`config.mk`:
```
export PLATFORM = sky130hd
export DESIGN_NAME = timer_control
export DESIGN_NICKNAME = d
export VERILOG_FILES = /design/src/rtl/timer_pkg.sv /design/src/rtl/tick_gen.sv /design/src/rtl/timer_control.sv
export SDC_FILE = /design/constraint.sdc
export NUM_CORES = 1
export LEC_CHECK = 0
export BUFFER_PORTS_ARGS = -buffer_cell sky130_fd_sc_hd__buf_4
export CORE_MARGIN = 2
export CORE_UTILIZATION = 60
export CTS_CLUSTER_DIAMETER = 30
export DETAILED_ROUTE_END_ITERATION = 8
export GPL_ROUTABILITY_DRIVEN = 0
export PLACE_DENSITY = 0.82
export SLEW_MARGIN = 25
export SYNTH_ARGS = -nofsm -noshare
export SYNTH_HDL_FRONTEND = slang
export SYNTH_SLANG_ARGS = --single-unit
```
`constraint.sdc`:
```
create_clock -name clock -period 4.1 [get_ports clock]
set_clock_uncertainty 0.15 [all_clocks]
set_input_delay 0.82 -clock clock [delete_from_list [all_inputs] [get_ports clock]]
set_output_delay 0.82 -clock clock [all_outputs]
set_load 0.02 [all_outputs]
```
`src/rtl/timer_pkg.sv`:
```
// timer_pkg: shared types, digit limits and helpers for the countdown timer controller.
//   state_e  - controller states
//   DIGIT_W  - bits per BCD digit
//   MAX_DIGIT/MAX_TENS - largest legal digit / largest legal seconds-tens digit
package timer_pkg;

    localparam int DIGIT_W   = 4;
    localparam int MAX_DIGIT = 9;
    localparam int MAX_TENS  = 5;

    typedef enum logic [2:0] {
        S_IDLE,
        S_ENTRY,
        S_RUNNING,
        S_PAUSED,
        S_DONE
    } state_e;

    function automatic logic is_digit(input logic [DIGIT_W-1:0] k);
        return k <= DIGIT_W'(MAX_DIGIT);
    endfunction

    // Seconds-tens digit of a {min_tens, min_ones, sec_tens, sec_ones} word.
    function automatic logic [DIGIT_W-1:0] sec_tens(input logic [4*DIGIT_W-1:0] d);
        return d[2*DIGIT_W-1:DIGIT_W];
    endfunction

endpackage

```
`src/rtl/tick_gen.sv`:
```
// tick_gen: prescaler producing a one-cycle tick every TICK_DIV counted cycles.
//   clock - rising-edge clock
//   clrn  - asynchronous active-low reset
//   run   - advance the prescaler this cycle (holds its value when low)
//   clr   - synchronous zero of the prescaler, overrides run
//   tick  - high in the cycle the prescaler sits at TICK_DIV-1 while running
module tick_gen #(
    parameter int TICK_DIV = 50_000_000
) (
    input  logic clock,
    input  logic clrn,
    input  logic run,
    input  logic clr,
    output logic tick
);

    localparam int            CW   = $clog2(TICK_DIV);
    localparam logic [CW-1:0] LAST = CW'(TICK_DIV - 1);

    logic [CW-1:0] cnt_q, cnt_d;

    always_comb cnt_d = clr ? '0 : !run ? cnt_q : (cnt_q == LAST) ? '0 : cnt_q + 1'b1;

    always_ff @(posedge clock or negedge clrn) begin
        if (!clrn) cnt_q <= '0;
        else       cnt_q <= cnt_d;
    end

    assign tick = run && !clr && (cnt_q == LAST);

endmodule

```
`src/rtl/timer_control.sv`:
```
// timer_control: keypad-loaded countdown timer controller driving a BCD counter chain.
//   clock, clrn        - clock and asynchronous active-low reset
//   key_valid/key_data - keypad strobe and code (0-9 digits, others ignored)
//   start, stop, clear - command pulses, priority clear > stop > start > key
//   zero_all           - counter chain reads all zeros
//   data, loadn        - load value and active-low load strobe for the chain
//   enable             - one-cycle count-down tick
//   cnt_clrn           - active-low clear pulse for the chain
//   running, done, err - status flags
module timer_control
    import timer_pkg::*;
#(
    parameter int TICK_DIV = 50_000_000
) (
    input  logic                 clock,
    input  logic                 clrn,
    input  logic                 key_valid,
    input  logic [DIGIT_W-1:0]   key_data,
    input  logic                 start,
    input  logic                 stop,
    input  logic                 clear,
    input  logic                 zero_all,
    output logic [4*DIGIT_W-1:0] data,
    output logic                 loadn,
    output logic                 enable,
    output logic                 cnt_clrn,
    output logic                 running,
    output logic                 done,
    output logic                 err
);

    state_e               state_q, state_d;
    logic [4*DIGIT_W-1:0] data_q, data_d;
    logic                 loadn_q, loadn_d;
    logic                 cnt_clrn_q, cnt_clrn_d;
    logic                 err_q, err_d;
    logic                 tick_run, tick_clr, tick;

    always_ff @(posedge clock or negedge clrn) begin
        if (!clrn) begin
            state_q    <= S_IDLE;
            data_q     <= '0;
            loadn_q    <= 1'b1;
            cnt_clrn_q <= 1'b1;
            err_q      <= 1'b0;
        end else begin
            state_q    <= state_d;
            data_q     <= data_d;
            loadn_q    <= loadn_d;
            cnt_clrn_q <= cnt_clrn_d;
            err_q      <= err_d;
        end
    end

    // The load cycle (loadn_q low) is a one-cycle tail of ENTRY; only clear can abort it.
    always_comb begin
        state_d    = state_q;
        data_d     = data_q;
        loadn_d    = 1'b1;
        cnt_clrn_d = 1'b1;
        err_d      = 1'b0;
        if (clear) begin
            state_d    = S_IDLE;
            data_d     = '0;
            cnt_clrn_d = 1'b0;
        end else if (!loadn_q) begin
            state_d = S_RUNNING;
        end else if (stop) begin
            if (state_q == S_RUNNING) state_d = S_PAUSED;
        end else if (state_q == S_RUNNING) begin
            if (zero_all) state_d = S_DONE;
        end else if (state_q == S_PAUSED) begin
            if (start) state_d = S_RUNNING;
        end else if (start && state_q == S_DONE) begin
            state_d = S_IDLE;
        end else if (start && state_q == S_ENTRY && data_q != '0) begin
            if (sec_tens(data_q) > DIGIT_W'(MAX_TENS)) err_d   = 1'b1;
            else                                        loadn_d = 1'b0;
        end else if (key_valid && is_digit(key_data)) begin
            data_d  = {data_q[3*DIGIT_W-1:0], key_data};
            state_d = S_ENTRY;
        end
    end

    // Suppressing the tick when zero_all is high keeps the chain from wrapping 0 -> 9.
    // A fresh load restarts the prescaler; a resume from PAUSED does not.
    assign tick_run = (state_q == S_RUNNING) && !stop && !zero_all;
    assign tick_clr = clear || !loadn_q;

    tick_gen #(.TICK_DIV(TICK_DIV)) u_tick (
        .clock(clock),
        .clrn (clrn),
        .run  (tick_run),
        .clr  (tick_clr),
        .tick (tick)
    );

    always_comb begin
        data     = data_q;
        loadn    = loadn_q;
        cnt_clrn = cnt_clrn_q;
        err      = err_q;
        enable   = tick;
        running  = state_q == S_RUNNING;
        done     = state_q == S_DONE;
    end

endmodule

```
# Yosys cells after proc, flatten, opt, wreduce, memory -nomap -nowiden
# Cells that the tools add are included.
[word_totals] input_bits=11 output_inout_bits=22 regBits=48 wordCells=81
[op_classes] n_lt_le_gt_ge=2 n_reduce_logical=19 eq_ne=15 muxes=38 add_sub_neg=1
[ops] op="2-to-1 mux 16 bit" count=8
[ops] op="2-to-1 mux 26 bit" count=3
[ops] op="2-to-1 mux 3 bit" count=11
[ops] op="adder 26 x 1 -> 26 bit (second input constant)" count=1
[ops] op="== test 26 bit (second input constant)" count=1
[ops] op="2-to-1 mux 1 bit" count=16
[ops] op="nonzero test 16 bit" count=1
[ops] op="inequality test 5 bit (second input constant)" count=2
[ops] op="logical AND 1 bit" count=8
[ops] op="inequality test 2 bit (second input constant)" count=4
[ops] op="AND reduction 7 bit" count=1
[ops] op="== test 3 x 2 -> 1 bit (second input constant)" count=2
[ops] op="inequality test 6 x 3 -> 1 bit (second input constant)" count=1
[ops] op="inequality test 6 bit (second input constant)" count=1
[ops] op="nonzero test 2 bit" count=3
[ops] op="AND reduction 5 bit" count=1
[ops] op="> comparator 4 x 3 -> 1 bit (second input constant)" count=1
[ops] op="less-or-equal comparator 4 bit (second input constant)" count=1
[ops] op="zero test 1 bit" count=4
[ops] op="inequality test 4 bit (second input constant)" count=1
[ops] op="== test 3 x 1 -> 1 bit (second input constant)" count=1
[ops] op="== test 3 bit (second input constant)" count=1
[ops] op="inequality test 2 x 1 -> 1 bit (second input constant)" count=1
[ops] op="logical OR 1 bit" count=1

# Depth between registers and ports, before layout
[depth] depth_word=10 ltp_mapped=8

# Hierarchy
# Synthesis repeated with hierarchy kept, for this count alone.
[unflattened] hier_cells=297 area_unflattened_um2=2781.4
[by_module_without_submodules] module="tick_gen" cells_per_inst=195 area_each_um2=1667.8 n_inst=1 seq_area_each_um2=650.6
[by_module_without_submodules] module="timer_control" cells_per_inst=102 area_each_um2=1113.6 n_inst=1 seq_area_each_um2=553.0

# Worst setup path before layout
# Ideal clock, no wire load.
[synth_timing] path_type="flip-flop to output port" start="reg u_tick.cnt_q[0]" end="out enable" arrival_ns=2.082 slack_ns=1.048 stages_incl_launch_ff=6 n_path_buf=0 required_ns=3.130 path_cell_list="dfrtp_1 -> ha_1 -> nand3_1 -> or3_1 -> or4_1 -> nor3_1"
[synth_via] elab_chain_len=2
[synth_rtl] item="start, declared" line_no="tick_gen.sv:20" source="logic [CW-1:0] cnt_q, cnt_d;"
[synth_rtl] item="start signal, assigned" line_no="tick_gen.sv:26" source="else cnt_q <= cnt_d;"
[synth_rtl] item="== test 26 bit" line_no="tick_gen.sv:29" source="assign tick = run && !clr && (cnt_q == LAST);"
[synth_rtl] item="logical AND 1 bit" line_no="tick_gen.sv:29"
[synth_rtl] item="end, declared" line_no="timer_control.sv:25" source="output logic enable,"
# Every way passes these cells.

# Worst setup path after layout
# Same ends and word-level chain as after synthesis.

==> metrics.log <==
INFO  metric share_clk_of_total_power = 42.3%
INFO  metric maxClockFrequency = between 200 and 300 MHz
INFO  metric drt-vias-per-instance = 6.81
INFO  metric p_comb_share = 6.9%
INFO  metric clock_tree_from_tritoncts = built
INFO  metric final_nets = 307
INFO  metric postRouteAntennaNets = 0
INFO  metric vdd.ir_drop.worst = 0.261 mV
INFO  metric cts.htree.levels = 2
INFO  metric diodes = 0
INFO  metric internal_cell_power = 742 uW
INFO  metric place.detailed.hpwl = 4110 um
INFO  metric cp_data_required_time = 3130 ps
INFO  metric dominantRegCellSynth = dfrtp_1
INFO  metric tritoncts_num_sinks = 48
INFO  metric design.core.area = 0.00432 mm^2
INFO  metric layout_worst_path_cycle_share = between 80% and 90%
INFO  metric initial_antenna_violation_count = 0
INFO  metric min-delay-path-class = primary input to async pin
INFO  metric die_height = 70.7 um
INFO  metric cp_slowest_stage_delay = 590 ps
INFO  metric cts_setup_buffers = 0
INFO  metric portion_of_total_power_attributed_to_sequential_cells = about half
INFO  metric post-route-worst-setup-slack = 680 ps
INFO  metric critPathLaunch = u_tick.cnt_q[0]
INFO  metric clock_tree.root_cell = clkbuf_8
INFO  metric power.density = 310 mW/mm^2
INFO  metric timing_worst_slew_pin_value = slightly above 1000 ps
INFO  metric final.min_clock_period = between 3000 and 4000 ps
INFO  metric layout_commonest_cell = dfrtp_1
INFO  metric startpoint_type = register
INFO  metric worst-r2r-setup-slack = around 1000 ps
INFO  metric grt_use_met1 = approximately 36%
INFO  metric place.detailed.instances = 340
INFO  metric drive_above_1_share = 18.2%
INFO  metric final-max-slew-violation-count = 0
INFO  metric globalRoute.busiestLayer = met2
INFO  metric synth.yosys.seq_area_share = 45.1%
INFO  metric die_width = 70.7 um
INFO  metric cp.buffers_inverters = 1
INFO  metric netSwitchingPower = approximately 210 uW
INFO  metric postRouteWirelength = between 6000 and 7000 um
INFO  metric synth_enable_flop_cells = 0
INFO  metric drc_errors = 0
INFO  metric worstSetupEndpointType = primary output
INFO  metric wire_length_of_the_first_global_routing_pass = approximately 10000 um
INFO  metric postCtsResizedCells = 0
INFO  metric worstSetupPathType = register to primary output
INFO  metric synthDistinctLibCells = 51
INFO  metric r2r-end = u_tick.cnt_q[23]
INFO  metric finalNonFillerCells = ~350
INFO  metric worst_setup_hold_path_clk_slew = around 90 ps
INFO  metric tritoncts.num_buffers = 5
INFO  metric regToRegStartpoint = u_tick.cnt_q[0]
INFO  metric timing.reg2reg.worst_path_depth = 7
INFO  metric drv_cap = 0
INFO  metric crit_family = simple AND/OR/NAND/NOR gates
INFO  metric critical_path_peak_fanout = 5
INFO  metric cp.depth = 6
INFO  metric ys_seq_elements = 48
INFO  metric finalHoldViolCount = 0
INFO  metric run_status = finished, final reports clean
INFO  metric grt_setup_unrepaired = false
INFO  metric use_met2 = 38.7%
INFO  metric synth.net_count = approximately 280
INFO  metric arrival = between 2000 and 2500 ps
INFO  metric critical_path.endpoint = enable
INFO  metric timing.final.setup_violations = 0
INFO  metric cell_count_after_synthesis = 267
INFO  metric num_vias = 2369
INFO  metric use_met3 = 5.56%
INFO  metric layout.cells.most_common_list = 46 x dfrtp_1, 34 x buf_4, 16 x nor4_1, 16 x a22o_1
INFO  metric async_reset_ff_share = 100%
INFO  metric yosysWarningCount = 0
INFO  metric pre_cts_worst_setup_slack = 1050 ps
INFO  metric worst_relative_slew_slack = 32.5%
INFO  metric first_global_vias = 2099
INFO  metric synthToLayoutAreaGrowth = 14.9%
INFO  metric io-pin-count = 33
INFO  metric detail_route.iter0.violations = about 160
INFO  metric grt_max_degree = 49
INFO  metric setup_tns = 0 ps
INFO  metric critical_path.cell_chain = ha_1 > nand3_1 > or3_1 > or4_1 > nor3_1 > buf_4
INFO  metric floorplan.initialDensity = 61.7%
INFO  metric syn_area = roughly 0.0027 mm^2
INFO  metric total_die_area = 0.00499 mm^2
INFO  metric critical-path-slowest-cell = or4_1
INFO  metric floorplan.rows = 24
INFO  metric postCtsHoldBufs = 0
INFO  metric switch_share = 21.9%
INFO  metric worstSkewPairLatency = 310 ps
INFO  metric leakage = 0.00127 uW
INFO  metric cts-root-to-sink-buffers = 2
INFO  metric grt_usage = between 20% and 30%
INFO  metric grt-ovfl-total = 0
INFO  metric fillers = 335
INFO  metric wire_per_inst = 17.5 um
INFO  metric buffer_ports.inserted = 32
INFO  metric syn_area_per_cell = 9.99 um^2
INFO  metric drt-pass1-iter-count = 4
[per-stage QoR]
step	hold slack (ps)	total power, uW	instance area [um^2]	util [%]
2_1_floorplan	332	527	2670	-
3_3_place_gp	359	557	2930	67.8
3_5_place_dp	367	558	2930	67.8
4_1_cts	372	958	3060	70.9
5_1_grt	395	985	3060	70.9
6_report	351	950	3060	70.9
[worst min path at each step]
stage | startpoint | to | slack [ps] | depth (start not counted)
floorplan | u_tick.cnt_q[25] | u_tick.cnt_q[25] | 330 | 1
global placement | u_tick.cnt_q[25] | u_tick.cnt_q[25] | 360 | 1
detailed placement | u_tick.cnt_q[25] | u_tick.cnt_q[25] | 370 | 1
CTS | clrn | state_q[0] | 370 | 1
global route | clrn | state_q[0] | 390 | 1
finish | clrn | state_q[0] | 350 | 1
[worst register-to-register path: stages, from the launching register on]
cell,delay (ps)
dfrtp_1,440
ha_1,240
nand3_1,110
or3_1,380
o41ai_4,960
buf_4,370
nor4b_1,80
a211o_1,280
[layout make-up]
class | count | area (um^2) | area share (%)
repair buffers | 34 | 255 | 8.33
clock inverters | 2 | 60.1 | 1.96
flip-flops and latches | 48 | 1200 | 39.3
multi-input cells | 199 | 1380 | 45.1
inverters | 7 | 26.3 | 0.857
clock buffers | 6 | 72.6 | 2.37
well taps | 52 | 65.1 | 2.12
[flip-flops by register name (all words and copies together) (netlist names)]
signal	count
u_tick.cnt_q	26
cnt_clrn	1
data	16
err	1
state_q	3
loadn	1
[power groups by stage]
stage	Sequential (uW)	Combinational [uW]	Clock, uW
after floorplan	493	33.8	0
after global placement	492	64.9	0
after detailed placement	492	66.0	0
after global routing	484	72.6	429
after CTS	483	66.0	409
final	483	65.7	402
[cells by family (layout without fill, tap and decap cells)]
logic type               Yosys count  in the layout  share of synthesized area [%]
AND/OR/NAND/NOR                  118            118                           27.1
AO/OA/AOI/OAI                     73             73                           21.2
flip-flops                        48             48                           45.1
buffers and inverters             20             49                           3.52
multiplexers                       5              5                           1.92
XOR/XNOR                           2              2                          0.657
adder cells (fa/ha/maj)            1              1                          0.469
[cells in the mapped netlist (all sizes together) (3+ instances only)]
cell,count,area (um^2)
a211oi,3,22.5
a21oi,8,40.0
a22o,16,140
and2,3,18.8
and3,3,18.8
and4,4,35.0
buf,4,33.8
clkbuf,9,33.8
dfrtp,46,1150
inv,7,26.3
mux2i,4,40.0
nand2,16,62.6
nand2b,4,25.0
nand3,7,47.6
nand4,11,81.3
nor2,15,56.3
nor3,14,70.1
nor3b,9,67.6
nor4,16,100
nor4b,4,50.1
o21a,11,82.6
o21ai,6,30.0
o311ai,11,96.3
o31ai,4,30.0
or3,3,18.8
or4,5,45.0
[per-layer routing]
layer  routed length, um  up-vias
li1                    -     1112
met1                2850     1168
met2                2830       79
met3                 332       10
met4                  89        0
met5                   0        -
Power figures use the tool's default switching activity.
